===== src/rtl/dar_router.sv =====
// dar_router: NCH-channel audio router with a serially programmed, parity-checked select/mute map.
// The routed output port is named dout because do is a reserved word.
module dar_router #(
  parameter int NCH = 4,
  parameter int W = 16
) (
  input  logic             clk,
  input  logic             rst,
  input  logic [NCH*W-1:0] di,
  output logic [NCH*W-1:0] dout,
  input  logic             prgrm_in,
  input  logic             prgrm_go_,
  output logic             prgrm_busy,
  output logic             err_
);
  localparam int SEL_W = $clog2(NCH);
  localparam int F = SEL_W + 1;
  localparam int P = NCH * F;
  localparam int CW = $clog2(P + 1);
  localparam logic [SEL_W:0] NCH_V = F'(NCH);

  typedef enum logic [1:0] {IDLE, SHIFT, PAR} state_t;

  state_t state, state_n;
  logic [CW-1:0] cnt, cnt_n;
  logic [P-1:0] shd, shd_n;
  logic err_n, load, sel_ok;
  logic [SEL_W-1:0] sel [NCH];
  logic [SEL_W-1:0] nsel [NCH];
  logic [NCH-1:0] mute, nmute;

  assign prgrm_busy = state != IDLE;

  // Channel 0 arrives first, so it ends up in the top field of the shadow.
  always_comb begin
    sel_ok = 1'b1;
    for (int k = 0; k < NCH; k++) begin
      nsel[k] = shd[P-1-k*F -: SEL_W];
      nmute[k] = shd[P-1-k*F-SEL_W];
      sel_ok = sel_ok & ({1'b0, nsel[k]} < NCH_V);
    end
  end

  always_comb begin
    state_n = state;
    cnt_n = cnt;
    shd_n = shd;
    err_n = err_;
    load = 1'b0;
    unique case (state)
      IDLE: begin
        if (!prgrm_go_) begin
          state_n = prgrm_in ? SHIFT : IDLE;
          cnt_n = '0;
          err_n = prgrm_in ? err_ : 1'b0;
        end
      end
      SHIFT: begin
        if (!prgrm_go_) begin
          state_n = IDLE;
          shd_n = '0;
          err_n = 1'b0;
        end else begin
          shd_n = {shd[P-2:0], prgrm_in};
          cnt_n = cnt + CW'(1);
          state_n = (cnt == CW'(P - 1)) ? PAR : SHIFT;
        end
      end
      PAR: begin
        state_n = IDLE;
        if (!prgrm_go_) begin
          shd_n = '0;
          err_n = 1'b0;
        end else begin
          load = ((^shd) == prgrm_in) && sel_ok;
          err_n = load;
        end
      end
      default: state_n = IDLE;
    endcase
  end

  always_ff @(posedge clk) begin
    if (rst) begin
      state <= IDLE;
      cnt <= '0;
      shd <= '0;
      err_ <= 1'b1;
      mute <= '0;
      for (int k = 0; k < NCH; k++) sel[k] <= SEL_W'(k);
      dout <= '0;
    end else begin
      state <= state_n;
      cnt <= cnt_n;
      shd <= shd_n;
      err_ <= err_n;
      if (load) begin
        sel <= nsel;
        mute <= nmute;
      end
      for (int k = 0; k < NCH; k++) dout[k*W +: W] <= mute[k] ? '0 : di[int'(sel[k])*W +: W];
    end
  end
endmodule


===== config.mk =====
export PLATFORM = sky130hd
export DESIGN_NAME = dar_router
export DESIGN_NICKNAME = d
export VERILOG_FILES = /design/src/rtl/dar_router.sv
export SDC_FILE = /design/constraint.sdc
export NUM_CORES = 1
export LEC_CHECK = 0
export CORE_UTILIZATION = 52
export DETAILED_ROUTE_END_ITERATION = 8
export PLACE_DENSITY_LB_ADDON = 0.05
export SKIP_CTS_REPAIR_TIMING = 1
export SYNTH_ARGS = -nofsm -noshare
export SYNTH_HDL_FRONTEND = slang
export SYNTH_SLANG_ARGS = --single-unit

===== constraint.sdc =====
create_clock -name clk -period 5.2 [get_ports clk]
set_input_delay 0.78 -clock clk [delete_from_list [all_inputs] [get_ports clk]]
set_output_delay 0.78 -clock clk [all_outputs]
set_load 0.01 [all_outputs]

# After elaboration in Yosys (flattened, before gate mapping)
# Index checks and enable logic that the tools add are counted.
# Widths: inputs -> output; s select.
# op_classes
eq_ne,9
add_sub_neg,1
reduce_logical,13
shift,4
mux,17
# op_table
operator,count
$shiftx 64x7->16,4
$mux 12,2
$pmux 12 s2,1
$reduce_xor 12->1,1
$ne 2x2->1 const B,5
$mux 4,2
$pmux 4 s2,1
$reduce_or 2->1,4
$mux 1,6
$mux 2,3
$reduce_bool 2->1,3
$add 4x1->4 const B,1
$eq 4x4->1 const B,1
$pmux 2 s2,1
$reduce_and 4->1,1
$pmux 1 s3,1
$reduce_and 3->1,1
$reduce_bool 3->1,1
$eq 2x1->1 const B,1
$eq 2x2->1 const B,1
$logic_not 2->1,1
$reduce_and 2->1,1
$eq 1x1->1,1
# word_totals
inputBits,68
output_inout_bits,66
reg_bits,95

# Depth between registers and ports, before layout
# Gate-level depths: netlist (run 1).
# depth
depth_word,4
mapped_depth,7

# Least setup slack after synthesis (run 1)
# No wires, ideal clock.
# synth_path
kind,input to register
startpoint,in prgrm_in
endpoint,reg err_
setup_ps,120
arrival_time_ps,1989
path_slack_ps,3091
stages,6
path_cell_list,xnor2_1 > xnor3_2 > xnor2_1 > and3_1 > buf_6 > a211o_1
# synth_between
elab_chain_len,3
elab_cells_between_ends,5
classes_between,eq/ne: 2; mux: 2; reduce/logical: 1
# synth_lines
item,line,rtl
from (decl),11,"input logic prgrm_in,"
$eq 1x1->1,75,load = ((^shd) == prgrm_in) && sel_ok;
$mux 1,71,if (!prgrm_go_) begin
$pmux 1 s3,50,unique case (state)
to (signal assigned),96,err_ <= err_n;
to (decl),14,output logic err_
# Parallel ways exist; a longest one is shown, timed or not.
# A chain may end at the register's enable or synchronous reset.

# Worst setup path in the final report (run 1)
# layout_path
startpoint,in prgrm_in
endpoint,reg sel[4] (netlist name)
# layout_between
elab_chain_len,3
# layout_lines
item,line,rtl
$eq 1x1->1,75,
$mux 1,71,
$mux 1,50,
to (signal assigned),98,sel <= nsel;
to (decl),28,logic [SEL_W-1:0] sel [NCH];
# Every way passes these cells.

==> results.tsv, run 1 <==
stage	metric	value	unit
clock_tree	path_clk_slew	0.09	ns
clock_tree	clk_latency	0.36	ns
global_routing	antenna_found_initial	0	
place	hpwl	7525	um
floorplanning	die_h	96.56	um
floorplanning	initial_core_util	0.5358	
floorplanning	die_area	9324	um^2
floorplanning	fp.dieW	96.56	um
worst_setup_path	crit_chain	clkdlybuf4s50_1, xnor2_1, xnor3_2, xnor2_1, and3_1, mux2i_1	
clock_tree	cts_root_buffer	clkbuf_8	
timing	fin_skew	0.008678	ns
pwr	ir_worst_vdd	0.1543	mV
timing	hold_ws	0.4774	ns
clock_tree	cts_buffer_depth	2	
worst_setup_path	cp_max_fo	13	
worst_setup_path	crit_slowest_cell	and3_1	
worst_setup_path	crit_top_cell	xnor2_1	
yosys	synth_seq_area_share	0.4090	
timing	maxSlewHeadroom	0.3266	
outcome	status	finished clean	
worst_setup_path	cp.required	5.48	ns
global_routing	grt_max_degree	37	
global_routing	track_usage	0.2497	
place	dp_slack	2.147	ns
detailed_routing	post_drt_wl_per_cell	18.64	um
timing	hold_violations	0	
finish	area_growth	33.91	%
timing	tightest_slew	1.009	ns
worst_setup_path	setup.worst_path.start_class	input port	
place	port_buffers	133	
hold_path	hold_path.class	register to register	
timing	setup_viol	0	
yosys	synth_nets	426	
timing	period_needed	2.659	ns
floorplanning	rows	34	
pwr	p_leak	2.206	nW
timing	rsz0062_at_grt	false	
yosys	synth_cell_types	34	
global_routing	grt_overflow_total	0	
yosys	synthArstFlopShare	0	
finish	nets	545	
clock_tree	cts_sinks	95	
worst_setup_path	cp_num_buf_inv	1	
yosys	synthesis.instances	357	
timing	period_share	0.5113	
floorplanning	coreArea	8678	um^2
worst_setup_path	critical-path-max-stage-delay	0.65	ns
yosys	avgSynthCellArea	13.02	um^2
worst_setup_path	cpLargestDelayFamily	XOR/XNOR gates	
run	maxCapViolCount	0	
detailed_routing	routed_wl	10980	um
yosys	syn_area	4649	um^2
global_routing	first_global_vias	3135	
finish	fillers	621	
yosys	synth_edf_count	0	
clock_tree	h-tree-depth	3	
clock_tree	tritoncts	built	
floorplanning	ioPinCount	134	
worst_setup_path	worstSetupEndpointType	register	
yosys	ys_ff_latch	95	
detailed_routing	drcViolationCount	0	
timing	setup_ws	2.541	ns
detailed_routing	viasPerCell	5.632	
detailed_routing	drt-pass1-iter-count	4	
pwr	power-per-cell-area	245.1	nW/um^2
global_routing	grt_pass1_wl	16500	um
detailed_routing	ant_nets	0	
timing	maxSlewViolCount	0	
detailed_routing	vias	3317	
detailed_routing	dr.first_iter.drc_count	104	
yosys	ys.flop_type	dfxtp_1	
place	place_area	6003	um^2
worst_setup_path	critPathKind	input port to register	
yosys	yosys_warnings	0	
finish	drive_above_1_share	0.1892	
timing	setup_tns	0	ns
place	place_congestion	0.7516	
clock_tree	cts-buffers-inserted	9	
finish	design_area	6226	um^2
finish	diodes	0	
timing	fmax	0.3761	GHz
worst_setup_path	crit_arrival	2.94	ns
## layout by cell type (no fill, tap or decap), types with 2 or more instances in the layout
cell type / instances
a21oi_1: 7
a22o_1: 12
buf_4: 6
bufinv_16: 2
clkbuf_8: 10
clkdlybuf4s50_1: 133
dfxtp_1: 95
mux2i_1: 12
mux4_2: 64
nand2_1: 3
nand2b_1: 17
nand3_1: 2
nand3b_1: 2
nor2_1: 9
nor2b_1: 67
nor3b_1: 3
o21ai_0: 7
or2_2: 4
xnor2_1: 6
xnor3_1: 2
## cells in the mapped netlist (all sizes together) (6+ instances only)
master / instances / area (um^2)
nand2b: 17 / 106.4
buf: 11 / 82.58
xnor2: 6 / 52.55
a22o: 12 / 105.1
clkbuf: 20 / 75.07
a21oi: 7 / 35.03
nor2b: 67 / 419.2
mux2i: 12 / 120.1
mux4: 64 / 1441
dfxtp: 95 / 1902
o21ai: 8 / 40.03
nor2: 9 / 33.78
## power by group
group	switching (mW)	leakage (nW)	internal [mW]
Sequential	0.00966	0.784	0.755
Combinational	0.0796	1.31	0.146
Clock	0.251	0.110	0.284
## metrics by stage
step                      total power, mW  cells    util
final                               1.526    589  0.7174
after global routing                1.591    589  0.7174
after CTS                           1.540    589  0.7174
after detailed placement            1.008    573  0.6918
after global placement              1.004    573  0.6918
after floorplan                    0.8743    357       -
## per-layer routing
metal | vias to the layer above | global-route usage | share of wire
li1 | 1555 | - | -
met1 | 1627 | 0.2983 | 0.37
met2 | 121 | 0.4366 | 0.52
met3 | 14 | 0.05477 | 0.089
met4 | 0 | 0.1005 | 0.017
met5 | - | 0 | 0
## layout make-up
type	count	area, um^2	area share
clock buffer	11	141.4	0.02271
clock inverter	5	81.33	0.01306
inverter	2	7.507	0.001206
multi-input combinational	229	2582	0.4148
sequential	95	1902	0.3055
tap	108	135.1	0.02170
timing repair buffer	139	1376	0.2211
## flip-flops by register name (all words and copies together), names as in the netlist
signal  count
cnt         4
err_        1
shd        12
state       2
sel         8
mute        4
dout       64
## final timing paths
kind              depth (start not counted)                  from              endpoint  slack [ns]
setup / recovery                          6              prgrm_in   sel[4]$_SDFFE_PP1P_        2.54
hold / removal                            2  mute[2]$_SDFFE_PP0P_  mute[2]$_SDFFE_PP0P_        0.48
setup reg to reg                          5   shd[4]$_SDFFE_PP0P_   sel[4]$_SDFFE_PP1P_        3.02
hold reg to reg                           2  mute[2]$_SDFFE_PP0P_  mute[2]$_SDFFE_PP0P_        0.48
## kinds of logic after synthesis
logic type	after synthesis	share of synthesized area
AND/OR/NAND/NOR	113	0.1467
flip-flops	95	0.4090
multiplexers	76	0.3358
buffers and inverters	33	0.03552
AO/OA/AOI/OAI	30	0.04413
XOR/XNOR	9	0.02610
adder cells (fa/ha/maj)	1	0.002691
## worst reg2reg max path, stage by stage, from the launching register on
cell and delay [ns]:
dfxtp_1 0.40, xnor3_1 0.42, xnor3_2 0.23, xnor2_1 0.14, and3_1 0.65, mux2i_1 0.27
(Power assumes the default switching activity.)
==> run 2: changes to the inputs <==
--- a/config.mk
+++ b/config.mk
@@ -5,7 +5,7 @@
 export SDC_FILE = /design/constraint.sdc
 export NUM_CORES = 1
 export LEC_CHECK = 0
-export CORE_UTILIZATION = 52
+export CORE_UTILIZATION = 43
 export DETAILED_ROUTE_END_ITERATION = 8
 export PLACE_DENSITY_LB_ADDON = 0.05
 export SKIP_CTS_REPAIR_TIMING = 1
==> constraint.sdc (replaced) <==
create_clock -name clk -period 2.22 [get_ports clk]
set_input_delay 0.333 -clock clk [delete_from_list [all_inputs] [get_ports clk]]
set_output_delay 0.333 -clock clk [all_outputs]
set_load 0.01 [all_outputs]
==> results.tsv, run 2 (synthesis gave the netlist of run 1 again) <==
stage	metric	value	unit	change
global_routing	first_global_vias	3175		+1.3%
timing	tightest_slew	0.9152	ns	-0.09349 ns
place	dp_slack	-0.008554	ns	-2.155 ns
global_routing	antenna_found_initial	0		unchanged
floorplanning	ioPinCount	134		unchanged
place	hpwl	7902	um	+5.0%
timing	hold_ws	0.4823	ns	+0.004934 ns
run	maxCapViolCount	0		unchanged
clock_tree	cts-buffers-inserted	9		unchanged
detailed_routing	routed_wl	10990	um	about the same
finish	area_growth	36.22	%	
worst_setup_path	critPathKind	register to output port		
finish	regArea	1902	um^2	unchanged
timing	hold_violations	0		unchanged
detailed_routing	viasPerCell	5.261		-6.6%
timing	setup_ws	0.2919	ns	-2.249 ns
finish	layout_commonest_cell	clkdlybuf4s50_1		
floorplanning	die_area	11230	um^2	+20%
floorplanning	die_h	106.0	um	+9.8%
place	place_area	6148	um^2	+2.4%
timing	setup_tns	0	ns	unchanged
clock_tree	cts_root_buffer	clkbuf_8		
worst_setup_path	cp_max_fo	11		-2
worst_setup_path	cp.required	1.89	ns	-3.59 ns
timing	period_share	0.8685		
detailed_routing	dr.first_iter.drc_count	112		+7.7%
timing	rsz0062_at_grt	false		
clock_tree	path_clk_slew	0.10	ns	about the same
timing	maxSlewViolCount	0		unchanged
timing	maxSlewHeadroom	0.3899		+0.06325
finish	diodes	0		unchanged
worst_setup_path	crit_arrival	1.60	ns	-1.34 ns
timing	fmax	0.5187	GHz	
pwr	power-per-cell-area	538.8	nW/um^2	+120%
finish	nets	553		+1.5%
place	port_buffers	133		unchanged
finish	design_area	6334	um^2	+1.7%
finish	regMostFlops	dout		
floorplanning	fp.dieW	106.0	um	+9.8%
global_routing	grt_max_degree	26		-30%
clock_tree	clk_latency	0.35	ns	about the same
finish	largest_reg_flops	64		unchanged
pwr	ir_worst_vdd	0.3215	mV	+110%
detailed_routing	post_drt_wl_per_cell	17.61	um	-5.5%
global_routing	grt_overflow_total	0		unchanged
detailed_routing	vias	3283		-1.0%
clock_tree	tritoncts	built		
timing	setup_viol	0		unchanged
detailed_routing	ant_nets	0		unchanged
finish	fillers	852		+37%
finish	multiInputGateArea	2582	um^2	unchanged
global_routing	grt_pass1_wl	17320	um	+5.0%
global_routing	track_usage	0.2044		-0.04525
floorplanning	initial_core_util	0.4464		-0.08939
clock_tree	cts_buffer_depth	2		unchanged
floorplanning	coreArea	10420	um^2	+20%
finish	layout_common_cells	clkdlybuf4s50_1 (133), dfxtp_1 (95), nor2b_1 (67)		
worst_setup_path	worstSetupEndpointType	output port		
place	place_congestion	0.7273		-3.2%
pwr	power.total	3.413	mW	+120%
worst_setup_path	setup.worst_path.start_class	register		
pwr	p_leak	2.249	nW	+2.0%
detailed_routing	drt-pass1-iter-count	4		unchanged
outcome	status	finished clean		
floorplanning	rows	37		+8.8%
clock_tree	h-tree-depth	3		unchanged
timing	period_needed	1.928	ns	
timing	fin_skew	0.01156	ns	+0.002880 ns
finish	top_regs	dout (64), shd (12), sel (8)		
clock_tree	cts_sinks	95		unchanged
hold_path	hold_path.class	register to register		
finish	drive_above_1_share	0.2029		+0.01368
detailed_routing	drcViolationCount	0		unchanged
-- run 2: cell count changes in the layout (fill, tap and decap cells not counted), sizes merged --
cell    before  now
clkbuf      11    9
buf          6   14
bufinv       2    1
clkinv       2    3
inv          2    3
-- run 2: layout make-up --
type,instances,share of cell area
multi-input cells,229,0.4077
clock inverters,6,0.009680
flip-flops and latches,95,0.3003
well taps,136,0.02687
clock buffers,9,0.01956
inverters,2,0.001185
repair buffers,147,0.2347
-- run 2: worst paths after layout --
kind                            cells after the start              endpoint                   from  slack [ns]
worst max-delay path                                2            prgrm_busy  state[0]$_SDFFE_PP0P_        0.29
worst min-delay path                                2  mute[2]$_SDFFE_PP0P_   mute[2]$_SDFFE_PP0P_        0.48
worst max register to register                      6   sel[7]$_SDFFE_PP0P_    shd[4]$_SDFFE_PP0P_        0.33
worst min register to register                      2  mute[2]$_SDFFE_PP0P_   mute[2]$_SDFFE_PP0P_        0.48
-- run 2: metrics by stage --
stage,util,cells
6_report,0.6080,624
5_1_grt,0.6080,624
4_1_cts,0.6080,624
3_5_place_dp,0.5903,609
3_3_place_gp,0.5903,609
2_1_floorplan,-,357
-- run 2: worst max-delay path, cell delays in order, from the launching register on --
cell,delay (ns)
dfxtp_1,0.55
or2_2,0.18
clkdlybuf4s50_1,0.52
-- run 2: power by group --
part,internal (mW),leakage (nW),switching (mW),total [mW]
clock network,0.513,0.0953,0.574,1.09
registers,1.77,0.784,0.0208,1.79
logic,0.346,1.37,0.191,0.537
total,2.63,2.25,0.785,3.41
-- run 2: routing by layer --
metal | vias to the layer above | GRT usage | wire length (um)
met2 | 99 | 0.3716 | 5811
li1 | 1572 | - | -
met1 | 1600 | 0.2538 | 4623
met5 | - | 0 | 0
met3 | 12 | 0.02330 | 440
met4 | 0 | 0.06250 | 110
